## config.mk

```make
export PLATFORM = sky130hd
export DESIGN_NAME = keypad_scanner
export DESIGN_NICKNAME = d
export VERILOG_FILES = /design/src/rtl/keypad_pkg.sv /design/src/rtl/keypad_sync.sv /design/src/rtl/keypad_scanner.sv
export SDC_FILE = /design/constraint.sdc
export NUM_CORES = 1
export LEC_CHECK = 0
export BUFFER_PORTS_ARGS = -buffer_cell sky130_fd_sc_hd__buf_2
export CELL_PAD_IN_SITES_DETAIL_PLACEMENT = 2
export CELL_PAD_IN_SITES_GLOBAL_PLACEMENT = 2
export CORE_MARGIN = 2
export CORE_UTILIZATION = 43
export DETAILED_ROUTE_END_ITERATION = 6
export PLACE_DENSITY = 0.94
export SETUP_SLACK_MARGIN = 0.4
export SLEW_MARGIN = 40
export SYNTH_ARGS = -nofsm -noshare
export SYNTH_HDL_FRONTEND = slang
export SYNTH_HIERARCHICAL = 1
export SYNTH_SLANG_ARGS = --single-unit
```

## constraint.sdc

```tcl
create_clock -name clk -period 4.4 [get_ports clk]
set_input_delay 0.22 -clock clk [delete_from_list [all_inputs] [get_ports clk]]
set_output_delay 0.22 -clock clk [all_outputs]
set_load 0.1 [all_outputs]
```

## src/rtl/keypad_pkg.sv

```systemverilog
// keypad_pkg: shared types, constants and helpers for the 4x4 keypad scanner.
//   state_e          FSM state encoding (SCAN, DEBOUNCE, HELD, RELEASE)
//   COL0..COL3       one-hot-low column drive patterns
//   NO_KEY           idle row pattern (all rows pulled up)
//   KEY_*            key codes, laid out as {col_idx, row_idx}
//   onehot_low_idx   decodes a row pattern into a row index plus valid flag
//   col_drive        maps a column index to its drive pattern
package keypad_pkg;

  typedef enum logic [1:0] {
    SCAN     = 2'd0,
    DEBOUNCE = 2'd1,
    HELD     = 2'd2,
    RELEASE  = 2'd3
  } state_e;

  localparam logic [3:0] COL0   = 4'b1110;
  localparam logic [3:0] COL1   = 4'b1101;
  localparam logic [3:0] COL2   = 4'b1011;
  localparam logic [3:0] COL3   = 4'b0111;
  localparam logic [3:0] NO_KEY = 4'b1111;

  localparam logic [3:0] KEY_0 = 4'h0;
  localparam logic [3:0] KEY_1 = 4'h1;
  localparam logic [3:0] KEY_E = 4'hE;
  localparam logic [3:0] KEY_F = 4'hF;

  typedef struct packed {
    logic       vld;
    logic [1:0] idx;
  } row_hit_t;

  // Exactly one low bit is a key; all-high or several lows (ghosting) is not.
  function automatic row_hit_t onehot_low_idx(input logic [3:0] pat);
    row_hit_t r;
    r.vld = 1'b1;
    r.idx = 2'd0;
    case (pat)
      4'b1110: r.idx = 2'd0;
      4'b1101: r.idx = 2'd1;
      4'b1011: r.idx = 2'd2;
      4'b0111: r.idx = 2'd3;
      default: r.vld = 1'b0;
    endcase
    return r;
  endfunction

  function automatic logic [3:0] col_drive(input logic [1:0] idx);
    logic [3:0] c;
    case (idx)
      2'd0:    c = COL0;
      2'd1:    c = COL1;
      2'd2:    c = COL2;
      default: c = COL3;
    endcase
    return c;
  endfunction

endpackage

```

## src/rtl/keypad_sync.sv

```systemverilog
// keypad_sync: 4-bit two-flop synchronizer for the asynchronous keypad rows.
//   clk_i   system clock
//   rst_ni  asynchronous active-low reset (outputs reset to 1111, i.e. no key)
//   d_i     raw row inputs
//   q_o     synchronized rows
module keypad_sync (
  input  logic       clk_i,
  input  logic       rst_ni,
  input  logic [3:0] d_i,
  output logic [3:0] q_o
);

  logic [3:0] meta_q;
  logic [3:0] sync_q;

  always_ff @(posedge clk_i or negedge rst_ni) begin
    if (!rst_ni) begin
      meta_q <= 4'b1111;
      sync_q <= 4'b1111;
    end else begin
      meta_q <= d_i;
      sync_q <= meta_q;
    end
  end

  assign q_o = sync_q;

endmodule

```

## src/rtl/keypad_scanner.sv

```systemverilog
// keypad_scanner: scans a 4x4 hex keypad, debounces press and release, and
// emits one key event per press.
//   clk        system clock
//   reset      asynchronous active-low reset
//   row        keypad rows, active-low
//   shift_col  column drive, one-hot-low (1110 = col0 ... 0111 = col3)
//   key_code   {col_idx, row_idx} of the last accepted key
//   key_valid  1-cycle strobe in the cycle key_code updates
//   key_held   high from acceptance until the release is accepted
// Build option: define KEYPAD_AUTOREPEAT_EN to re-strobe key_valid every
// REPEAT_CYCLES while a key stays held.
module keypad_scanner
  import keypad_pkg::*;
#(
  parameter int unsigned SCAN_DIV        = 50000,
  parameter int unsigned DEBOUNCE_CYCLES = 500000,
  parameter int unsigned REPEAT_CYCLES   = 25000000
) (
  input  logic       clk,
  input  logic       reset,
  input  logic [3:0] row,
  output logic [3:0] shift_col,
  output logic [3:0] key_code,
  output logic       key_valid,
  output logic       key_held
);

  if (SCAN_DIV < 1 || DEBOUNCE_CYCLES < 1 || REPEAT_CYCLES < 2) begin : g_cfg_check
    $error("keypad_scanner: invalid timing parameters");
  end

  localparam int unsigned DW  = (SCAN_DIV > 1) ? $clog2(SCAN_DIV) : 1;
  localparam int unsigned DBW = (DEBOUNCE_CYCLES > 1) ? $clog2(DEBOUNCE_CYCLES) : 1;
  localparam logic [DW-1:0]  DWELL_LAST = DW'(SCAN_DIV - 1);
  localparam logic [DBW-1:0] DEB_LAST   = DBW'(DEBOUNCE_CYCLES - 1);

`ifdef KEYPAD_AUTOREPEAT_EN
  localparam int unsigned RW = $clog2(REPEAT_CYCLES);
  localparam logic [RW-1:0] REP_LAST = RW'(REPEAT_CYCLES - 1);
  logic [RW-1:0] rep_q;
`endif

  logic [3:0]     rs;
  row_hit_t       rs_hit;
  state_e         state_q;
  logic [1:0]     col_q;
  logic [1:0]     col_d;
  logic [3:0]     shift_col_q;
  logic [DW-1:0]  dwell_q;
  logic [DBW-1:0] deb_q;
  logic [3:0]     pat_q;
  logic [1:0]     row_idx_q;
  logic [3:0]     key_code_q;
  logic           key_valid_q;
  logic           key_held_q;

  keypad_sync u_sync (
    .clk_i  (clk),
    .rst_ni (reset),
    .d_i    (row),
    .q_o    (rs)
  );

  assign rs_hit = onehot_low_idx(rs);
  assign col_d  = col_q + 2'd1;

  always_ff @(posedge clk or negedge reset) begin
    if (!reset) begin
      state_q     <= SCAN;
      col_q       <= 2'd0;
      shift_col_q <= COL0;
      dwell_q     <= '0;
      deb_q       <= '0;
      pat_q       <= NO_KEY;
      row_idx_q   <= 2'd0;
      key_code_q  <= KEY_0;
      key_valid_q <= 1'b0;
      key_held_q  <= 1'b0;
`ifdef KEYPAD_AUTOREPEAT_EN
      rep_q       <= '0;
`endif
    end else begin
      key_valid_q <= 1'b0;
      unique case (state_q)
        SCAN: begin
          // Rows are only trusted on the last dwell cycle, after the column
          // drive has had time to propagate through the synchronizer.
          if (dwell_q == DWELL_LAST) begin
            dwell_q <= '0;
            if (rs_hit.vld) begin
              pat_q     <= rs;
              row_idx_q <= rs_hit.idx;
              deb_q     <= '0;
              state_q   <= DEBOUNCE;
            end else begin
              col_q       <= col_d;
              shift_col_q <= col_drive(col_d);
            end
          end else begin
            dwell_q <= dwell_q + 1'b1;
          end
        end
        DEBOUNCE: begin
          if (rs == pat_q) begin
            if (deb_q == DEB_LAST) begin
              key_code_q  <= {col_q, row_idx_q};
              key_valid_q <= 1'b1;
              key_held_q  <= 1'b1;
              deb_q       <= '0;
              state_q     <= HELD;
`ifdef KEYPAD_AUTOREPEAT_EN
              rep_q       <= '0;
`endif
            end else begin
              deb_q <= deb_q + 1'b1;
            end
          end else begin
            dwell_q     <= '0;
            col_q       <= col_d;
            shift_col_q <= col_drive(col_d);
            state_q     <= SCAN;
          end
        end
        HELD: begin
          if (rs != pat_q) begin
            deb_q   <= '0;
            state_q <= RELEASE;
          end
`ifdef KEYPAD_AUTOREPEAT_EN
          else if (rep_q == REP_LAST) begin
            key_valid_q <= 1'b1;
            rep_q       <= '0;
          end else begin
            rep_q <= rep_q + 1'b1;
          end
`endif
        end
        RELEASE: begin
          // Only an unbroken run of all-high rows counts as a release; the
          // original key reappearing is treated as bounce.
          if (rs == pat_q) begin
            state_q <= HELD;
`ifdef KEYPAD_AUTOREPEAT_EN
            rep_q   <= '0;
`endif
          end else if (rs == NO_KEY) begin
            if (deb_q == DEB_LAST) begin
              key_held_q  <= 1'b0;
              deb_q       <= '0;
              dwell_q     <= '0;
              col_q       <= col_d;
              shift_col_q <= col_drive(col_d);
              state_q     <= SCAN;
            end else begin
              deb_q <= deb_q + 1'b1;
            end
          end else begin
            deb_q <= '0;
          end
        end
      endcase
    end
  end

  assign shift_col = shift_col_q;
  assign key_code  = key_code_q;
  assign key_valid = key_valid_q;
  assign key_held  = key_held_q;

endmodule
```

* Word-level counts from Yosys, hierarchy flattened
Index checks and enable logic that the tools add are counted.
** Storage, ports and cells
- Register bits after elaboration :: 63
- Bits in latches :: 0
- Bits in writable memories :: 0
- Memory bits (read-only) :: 0
- Input port bits :: 6
- Output and inout bits :: 10
- Word-level logic and storage cells :: 103
- Memories :: 0
** Operators by class
- Add/sub/neg operators :: 3
- Multipliers :: 0
- Div/mod/pow operators :: 0
- Order comparisons :: 0
- Eq/ne operators :: 27
- Shift operators :: 0
- Muxes and demuxes :: 49
- Bitwise logic cells :: 0
- Reduce and logical (&&, ||, !) cells :: 12
** Operator list (number)
- 2-to-1 mux 19 bit :: 7
- 2-to-1 mux 16 bit :: 5
- one-hot mux 19 bit (4 select lines) :: 1
- one-hot mux 16 bit (3 select lines) :: 1
- 2-to-1 mux 2 bit :: 14
- 2-to-1 mux 4 bit :: 6
- one-hot mux 4 bit (3 select lines) :: 2
- != test 2 bit, second input constant :: 10
- adder 19 x 1 -> 19 bit, second input constant :: 1
- == test 19 bit, second input constant :: 1
- adder 16 x 1 -> 16 bit, second input constant :: 1
- == test 16 bit, second input constant :: 1
- == test 4 bit, second input constant :: 4
- one-hot mux 2 bit (3 select lines) :: 2
- AND reduction 6 bit :: 2
- AND reduction 5 bit :: 2
- 2-to-1 mux 1 bit :: 9
- != test 3 bit, second input constant :: 3
- one-hot mux 2 bit (4 select lines) :: 1
- AND reduction 7 bit :: 1
- == test 2 bit, second input constant :: 3
- AND reduction 3 bit :: 2
- == test 2 x 1 -> 1 bit, second input constant :: 2
- == test 4 x 3 -> 1 bit, second input constant :: 1
- 8 further kinds :: 9

* Logic depth before layout (Yosys ltp)
- Word-level depth :: 7
- Gate-level depth with buffers :: 9
- Gate-level depth less buffers :: 7

* Modules after synthesis
Netlist, hierarchy kept.
** By module, submodules not included
- keypad_scanner :: instances 1, cells each 314, area an instance 3000.4 µm², sequential area each 1385.1 µm²
- keypad_sync :: instances 1, cells each 8, area an instance 210.2 µm², sequential area each 210.2 µm²

* Worst setup path before layout
Ideal clock, no wire load.
- Path type :: register to register
- Start :: register deb_q[12]
- End :: register col_q[1]
- Setup time :: 125 ps
- Arrival :: 2702 ps
- Required time :: 4275 ps
- Slack :: 1573 ps
- Cell stages (with the launch flop) :: 8
- Buffers on the path :: 1
- Clock period less this slack :: 2827 ps
- Cell sequence :: dfrtp_1 > or4b_4 > or3_4 > or4_4 > a21o_1 > buf_6 > a21oi_2 > mux2_2
** Between the ends
- Longest elaborated chain between the ends :: 3
** Ends and longest elaborated chain
- start, declared :: line keypad_scanner.sv:50 : logic [DBW-1:0] deb_q;
- start signal, assigned :: line keypad_scanner.sv:115 : deb_q <= deb_q + 1'b1;
- start signal, assigned :: line keypad_scanner.sv:155 : deb_q <= deb_q + 1'b1;
- == test 19 bit :: line keypad_scanner.sv:147 : if (deb_q == DEB_LAST) begin
- != test 2 bit (no source line)
- AND reduction 7 bit (no source line)
- end signal, assigned :: line keypad_scanner.sv:96 : col_q <= col_d;
- end signal, assigned :: line keypad_scanner.sv:119 : col_q <= col_d;
- end signal, assigned :: line keypad_scanner.sv:151 : col_q <= col_d;
- end, declared :: line keypad_scanner.sv:46 : logic [1:0] col_q;
Every way passes these cells.
A chain may end at the register's enable or synchronous reset.

* Final worst setup path
- Start :: register dwell_q[11]
- End :: register deb_q[3]
** Between the ends
- Longest elaborated chain between the ends :: 3
** Ends and longest elaborated chain
- start, declared :: line keypad_scanner.sv:49 : logic [DW-1:0] dwell_q;
- start signal, assigned :: line keypad_scanner.sv:100 : dwell_q <= dwell_q + 1'b1;
- == test 16 bit :: line keypad_scanner.sv:88 : if (dwell_q == DWELL_LAST) begin
- != test 2 bit (no source line)
- AND reduction 5 bit (no source line)
Every way passes these cells.

==> key figures <==
Run status
  – Status: completed

Finish
  – Layout cell share with drive strength beyond 1: around 19%
  – Cell Count, Final, Fillers Out: 449
  – Fin area: between 3000 and 4000 um^2
  – Synthesis-to-finish area growth: 14.03%
  – Nets: roughly 360
  – Ant diodes: 0
  – Most frequent cells in the layout: dfrtp_1, o21ai_0, nand2_1, o31ai_1, nor2_1
  – Commonest non-fill, non-tap cell in the layout: dfrtp_1
  – Fillers: around 770

Synth
  – Post-synth EDFFs: 0
  – Cells after Synth: between 300 and 400
  – Unique cell type count in the Yosys netlist: 50
  – Syn_nets: about 330
  – Register bit total from synthesis: 63
  – Synth warnings: 6
  – Avg Cell Area, Syn: 9.971 um^2
  – Seq/Total Area, Yosys: 49.69%
  – Ys async rst share: 100.0%
  – Area of the mapped netlist: 3211 um^2
  – Synth Flop Type: dfrtp_1

Timing
  – Actual slew at the worst max-slew pin: just over 0.7 ns
  – Tmin final: 3.548 ns
  – Max-slew violations: 0
  – Final hold vios: 0
  – Unrepaired setup endpoints after global routing: false
  – Slew margin rel.: 52.11%
  – Clk_skew: 0.01106 ns
  – Fmax: 281.9 MHz
  – Tcrit/Tclk final: 80.63%
  – Post-Route Setup TNS: 0 ns
  – Final Setup Violations: 0
  – Worst hold margin: roughly 0.36 ns

Routing
  – Via Count: 2668
  – Metal3 WL: roughly 230 um
  – Uppermost layer routed: met4
  – Vias/cell: about 5.9
  – Initial DRC Count: 55
  – Met1 wire length: approximately 4.1 mm
  – DR pass1 iterations: 4
  – Wirelength, routed: 10.20 mm
  – Antenna viol nets, final: 0
  – Wirelength per Cell: 22.72 um
  – Residual DRC count: 0
  – DR WL met2: ~5.6 mm

Critical path
  – Startpoint types: register
  – Critical path type: reg2reg
  – Setup slack, reg-to-reg: 0.85 ns
  – Critical Path AT: between 3 and 4 ns
  – Req. time, crit path: 4.60 ns
  – Worst reg2reg startpoint: dwell_q[11]
  – CP max FO: 21
  – R2R Path End: deb_q[3]
  – Worst r2r path cells: 7
  – CP Capture Type: register

Global route
  – Global-route wire length before repair: roughly 17 mm
  – Vias in the first global route: 3082
  – Largest net degree at the start of global routing: 64
  – Total gr overflow: 0
  – Initial antenna violation count: 0
  – Total GRT Usage: about a quarter

Worst hold path
  – WHS Path Cells: 0
  – Hold_sp: u_sync/meta_q[0]
  – Worst Hold End: u_sync/q_o[0]
  – Type of the worst min-delay path: reg2reg

Clocking
  – Resized Gates After CTS: 0
  – Reg clk slew, reported paths: 0.07 ns
  – Skew-Pair Late Insertion Delay: 0.35 ns
  – Num CTS Buffers: 9
  – Clock root cell: clkbuf_8
  – TritonCTS clock tree: done
  – CTS H-tree depth: 3
  – Clk buf depth: 2
  – Sink Count: between 60 and 70

Die
  – Die H: 90.41 um
  – Initial Util: 44.26%
  – Die area: a little over 8000 um^2
  – Area of the core: 7253 um^2
  – Die Span X: 90.41 um
  – I/O pin count: 16
  – Row count: 31

Placed design
  – Placed Cells: 428
  – Port Buf Inserts: 15
  – Post-DP HPWL: 6.441 mm
  – GPL Wtd Cong: 0.7520
  – DP Area: around 3400 um^2

Run
  – Max_cap viols: 0

Pwr
  – Leakage: between 1.5 and 2 nW
  – Pwr dens: 320.6 nW/um^2
  – Worst vdd ir: 0.1829 mV
  – Pwr Total: 1.174 mW
## kinds of logic (layout without fill, tap and decap cells)
| group | Yosys count | in the layout | synth area share, % |
|---|---|---|---|
| AND/OR/NAND/NOR | 113 | 113 | 20.46 |
| AO/OA/AOI/OAI | 91 | 91 | 17.07 |
| flip-flops | 63 | 63 | 49.69 |
| buffers and inverters | 27 | 55 | 3.469 |
| multiplexers | 15 | 15 | 5.066 |
| XOR/XNOR | 7 | 7 | 1.910 |
| adder cells (fa/ha/maj) | 6 | 6 | 2.338 |
## per-stage QoR
step	setup WS, ns	utilization (%)
2_1_floorplan	1.573	-
3_3_place_gp	1.213	46.66
3_5_place_dp	1.063	46.66
4_1_cts	0.8561	50.28
5_1_grt	0.6759	50.47
6_report	0.8523	50.47
## where the power goes
| part | switching, mW | internal [mW] |
|---|---|---|
| logic | 0.0169 | 0.00896 |
| clock network | 0.247 | 0.309 |
| registers | 0.00499 | 0.586 |
| total | 0.269 | 0.904 |
## timing repair
item | CTS | global route
hold buffers | 4 | 1
setup endpoints to repair | 0 | 0
setup buffers | 0 | 0
hold endpoints to repair | 4 | 9
## sequential cells by signal, indices dropped and copies added (netlist names), named ones only
| name | flops |
|---|---|
| pat_q | 4 |
| shift_col | 4 |
| key_code | 4 |
| u_sync/q_o | 4 |
| dwell_q | 16 |
| row_idx_q | 2 |
| u_sync/meta_q | 4 |
| state_q | 1 |
| col_q | 2 |
| key_held | 1 |
| deb_q | 19 |
| key_valid | 1 |
## final cells by class
class,count,area [um^2],share of cell area (%)
Sequential cell,63,1595,43.57
Clock inverter,2,16.27,0.4443
Multi-Input combinational cell,232,1504,41.08
Timing Repair Buffer,24,158.9,4.340
Clock buffer,14,206.4,5.639
Inverter,15,56.30,1.538
Tap cell,99,123.9,3.383
## critical path: stages (launching register included)
cell	delay [ns]
dfrtp_1	0.43
or4b_2	0.73
nor4_4	0.49
nand3b_2	0.30
a21boi_1	0.21
buf_4	0.21
or2_1	0.51
o31ai_1	0.52
## synthesized netlist by cell type, types with 6 or more instances
| cell type | count | area (um^2) |
|---|---|---|
| o31ai_1 | 23 | 172.7 |
| dfrtp_1 | 48 | 1201 |
| mux2_2 | 10 | 112.6 |
| nor2_1 | 20 | 75.07 |
| nand2_1 | 23 | 86.33 |
| nor2b_1 | 8 | 50.05 |
| inv_1 | 15 | 56.30 |
| clkbuf_1 | 7 | 26.28 |
| ha_1 | 6 | 75.07 |
| a21oi_1 | 12 | 60.06 |
| o21ai_0 | 37 | 185.2 |
| nand3_1 | 17 | 85.08 |
| dfstp_2 | 15 | 394.1 |
## worst max-delay path by stage
stage                     start  endpoint  slack, ns
finish              dwell_q[11]  deb_q[3]       0.85
global placement    dwell_q[11]  deb_q[7]       1.21
floorplan             deb_q[12]  col_q[1]       1.57
CTS                 dwell_q[11]  deb_q[3]       0.86
global route        dwell_q[11]  deb_q[3]       0.68
detailed placement  dwell_q[11]  deb_q[7]       1.06
## per-layer routing
| metal | vias up | global-route usage (%) |
|---|---|---|
| li1 | 1218 | - |
| met1 | 1378 | 30.56 |
| met2 | 47 | 48.43 |
| met3 | 25 | 4.758 |
| met4 | 0 | 10.51 |
| met5 | - | 0 |
Note: power is estimated with default switching activity, not from simulation.
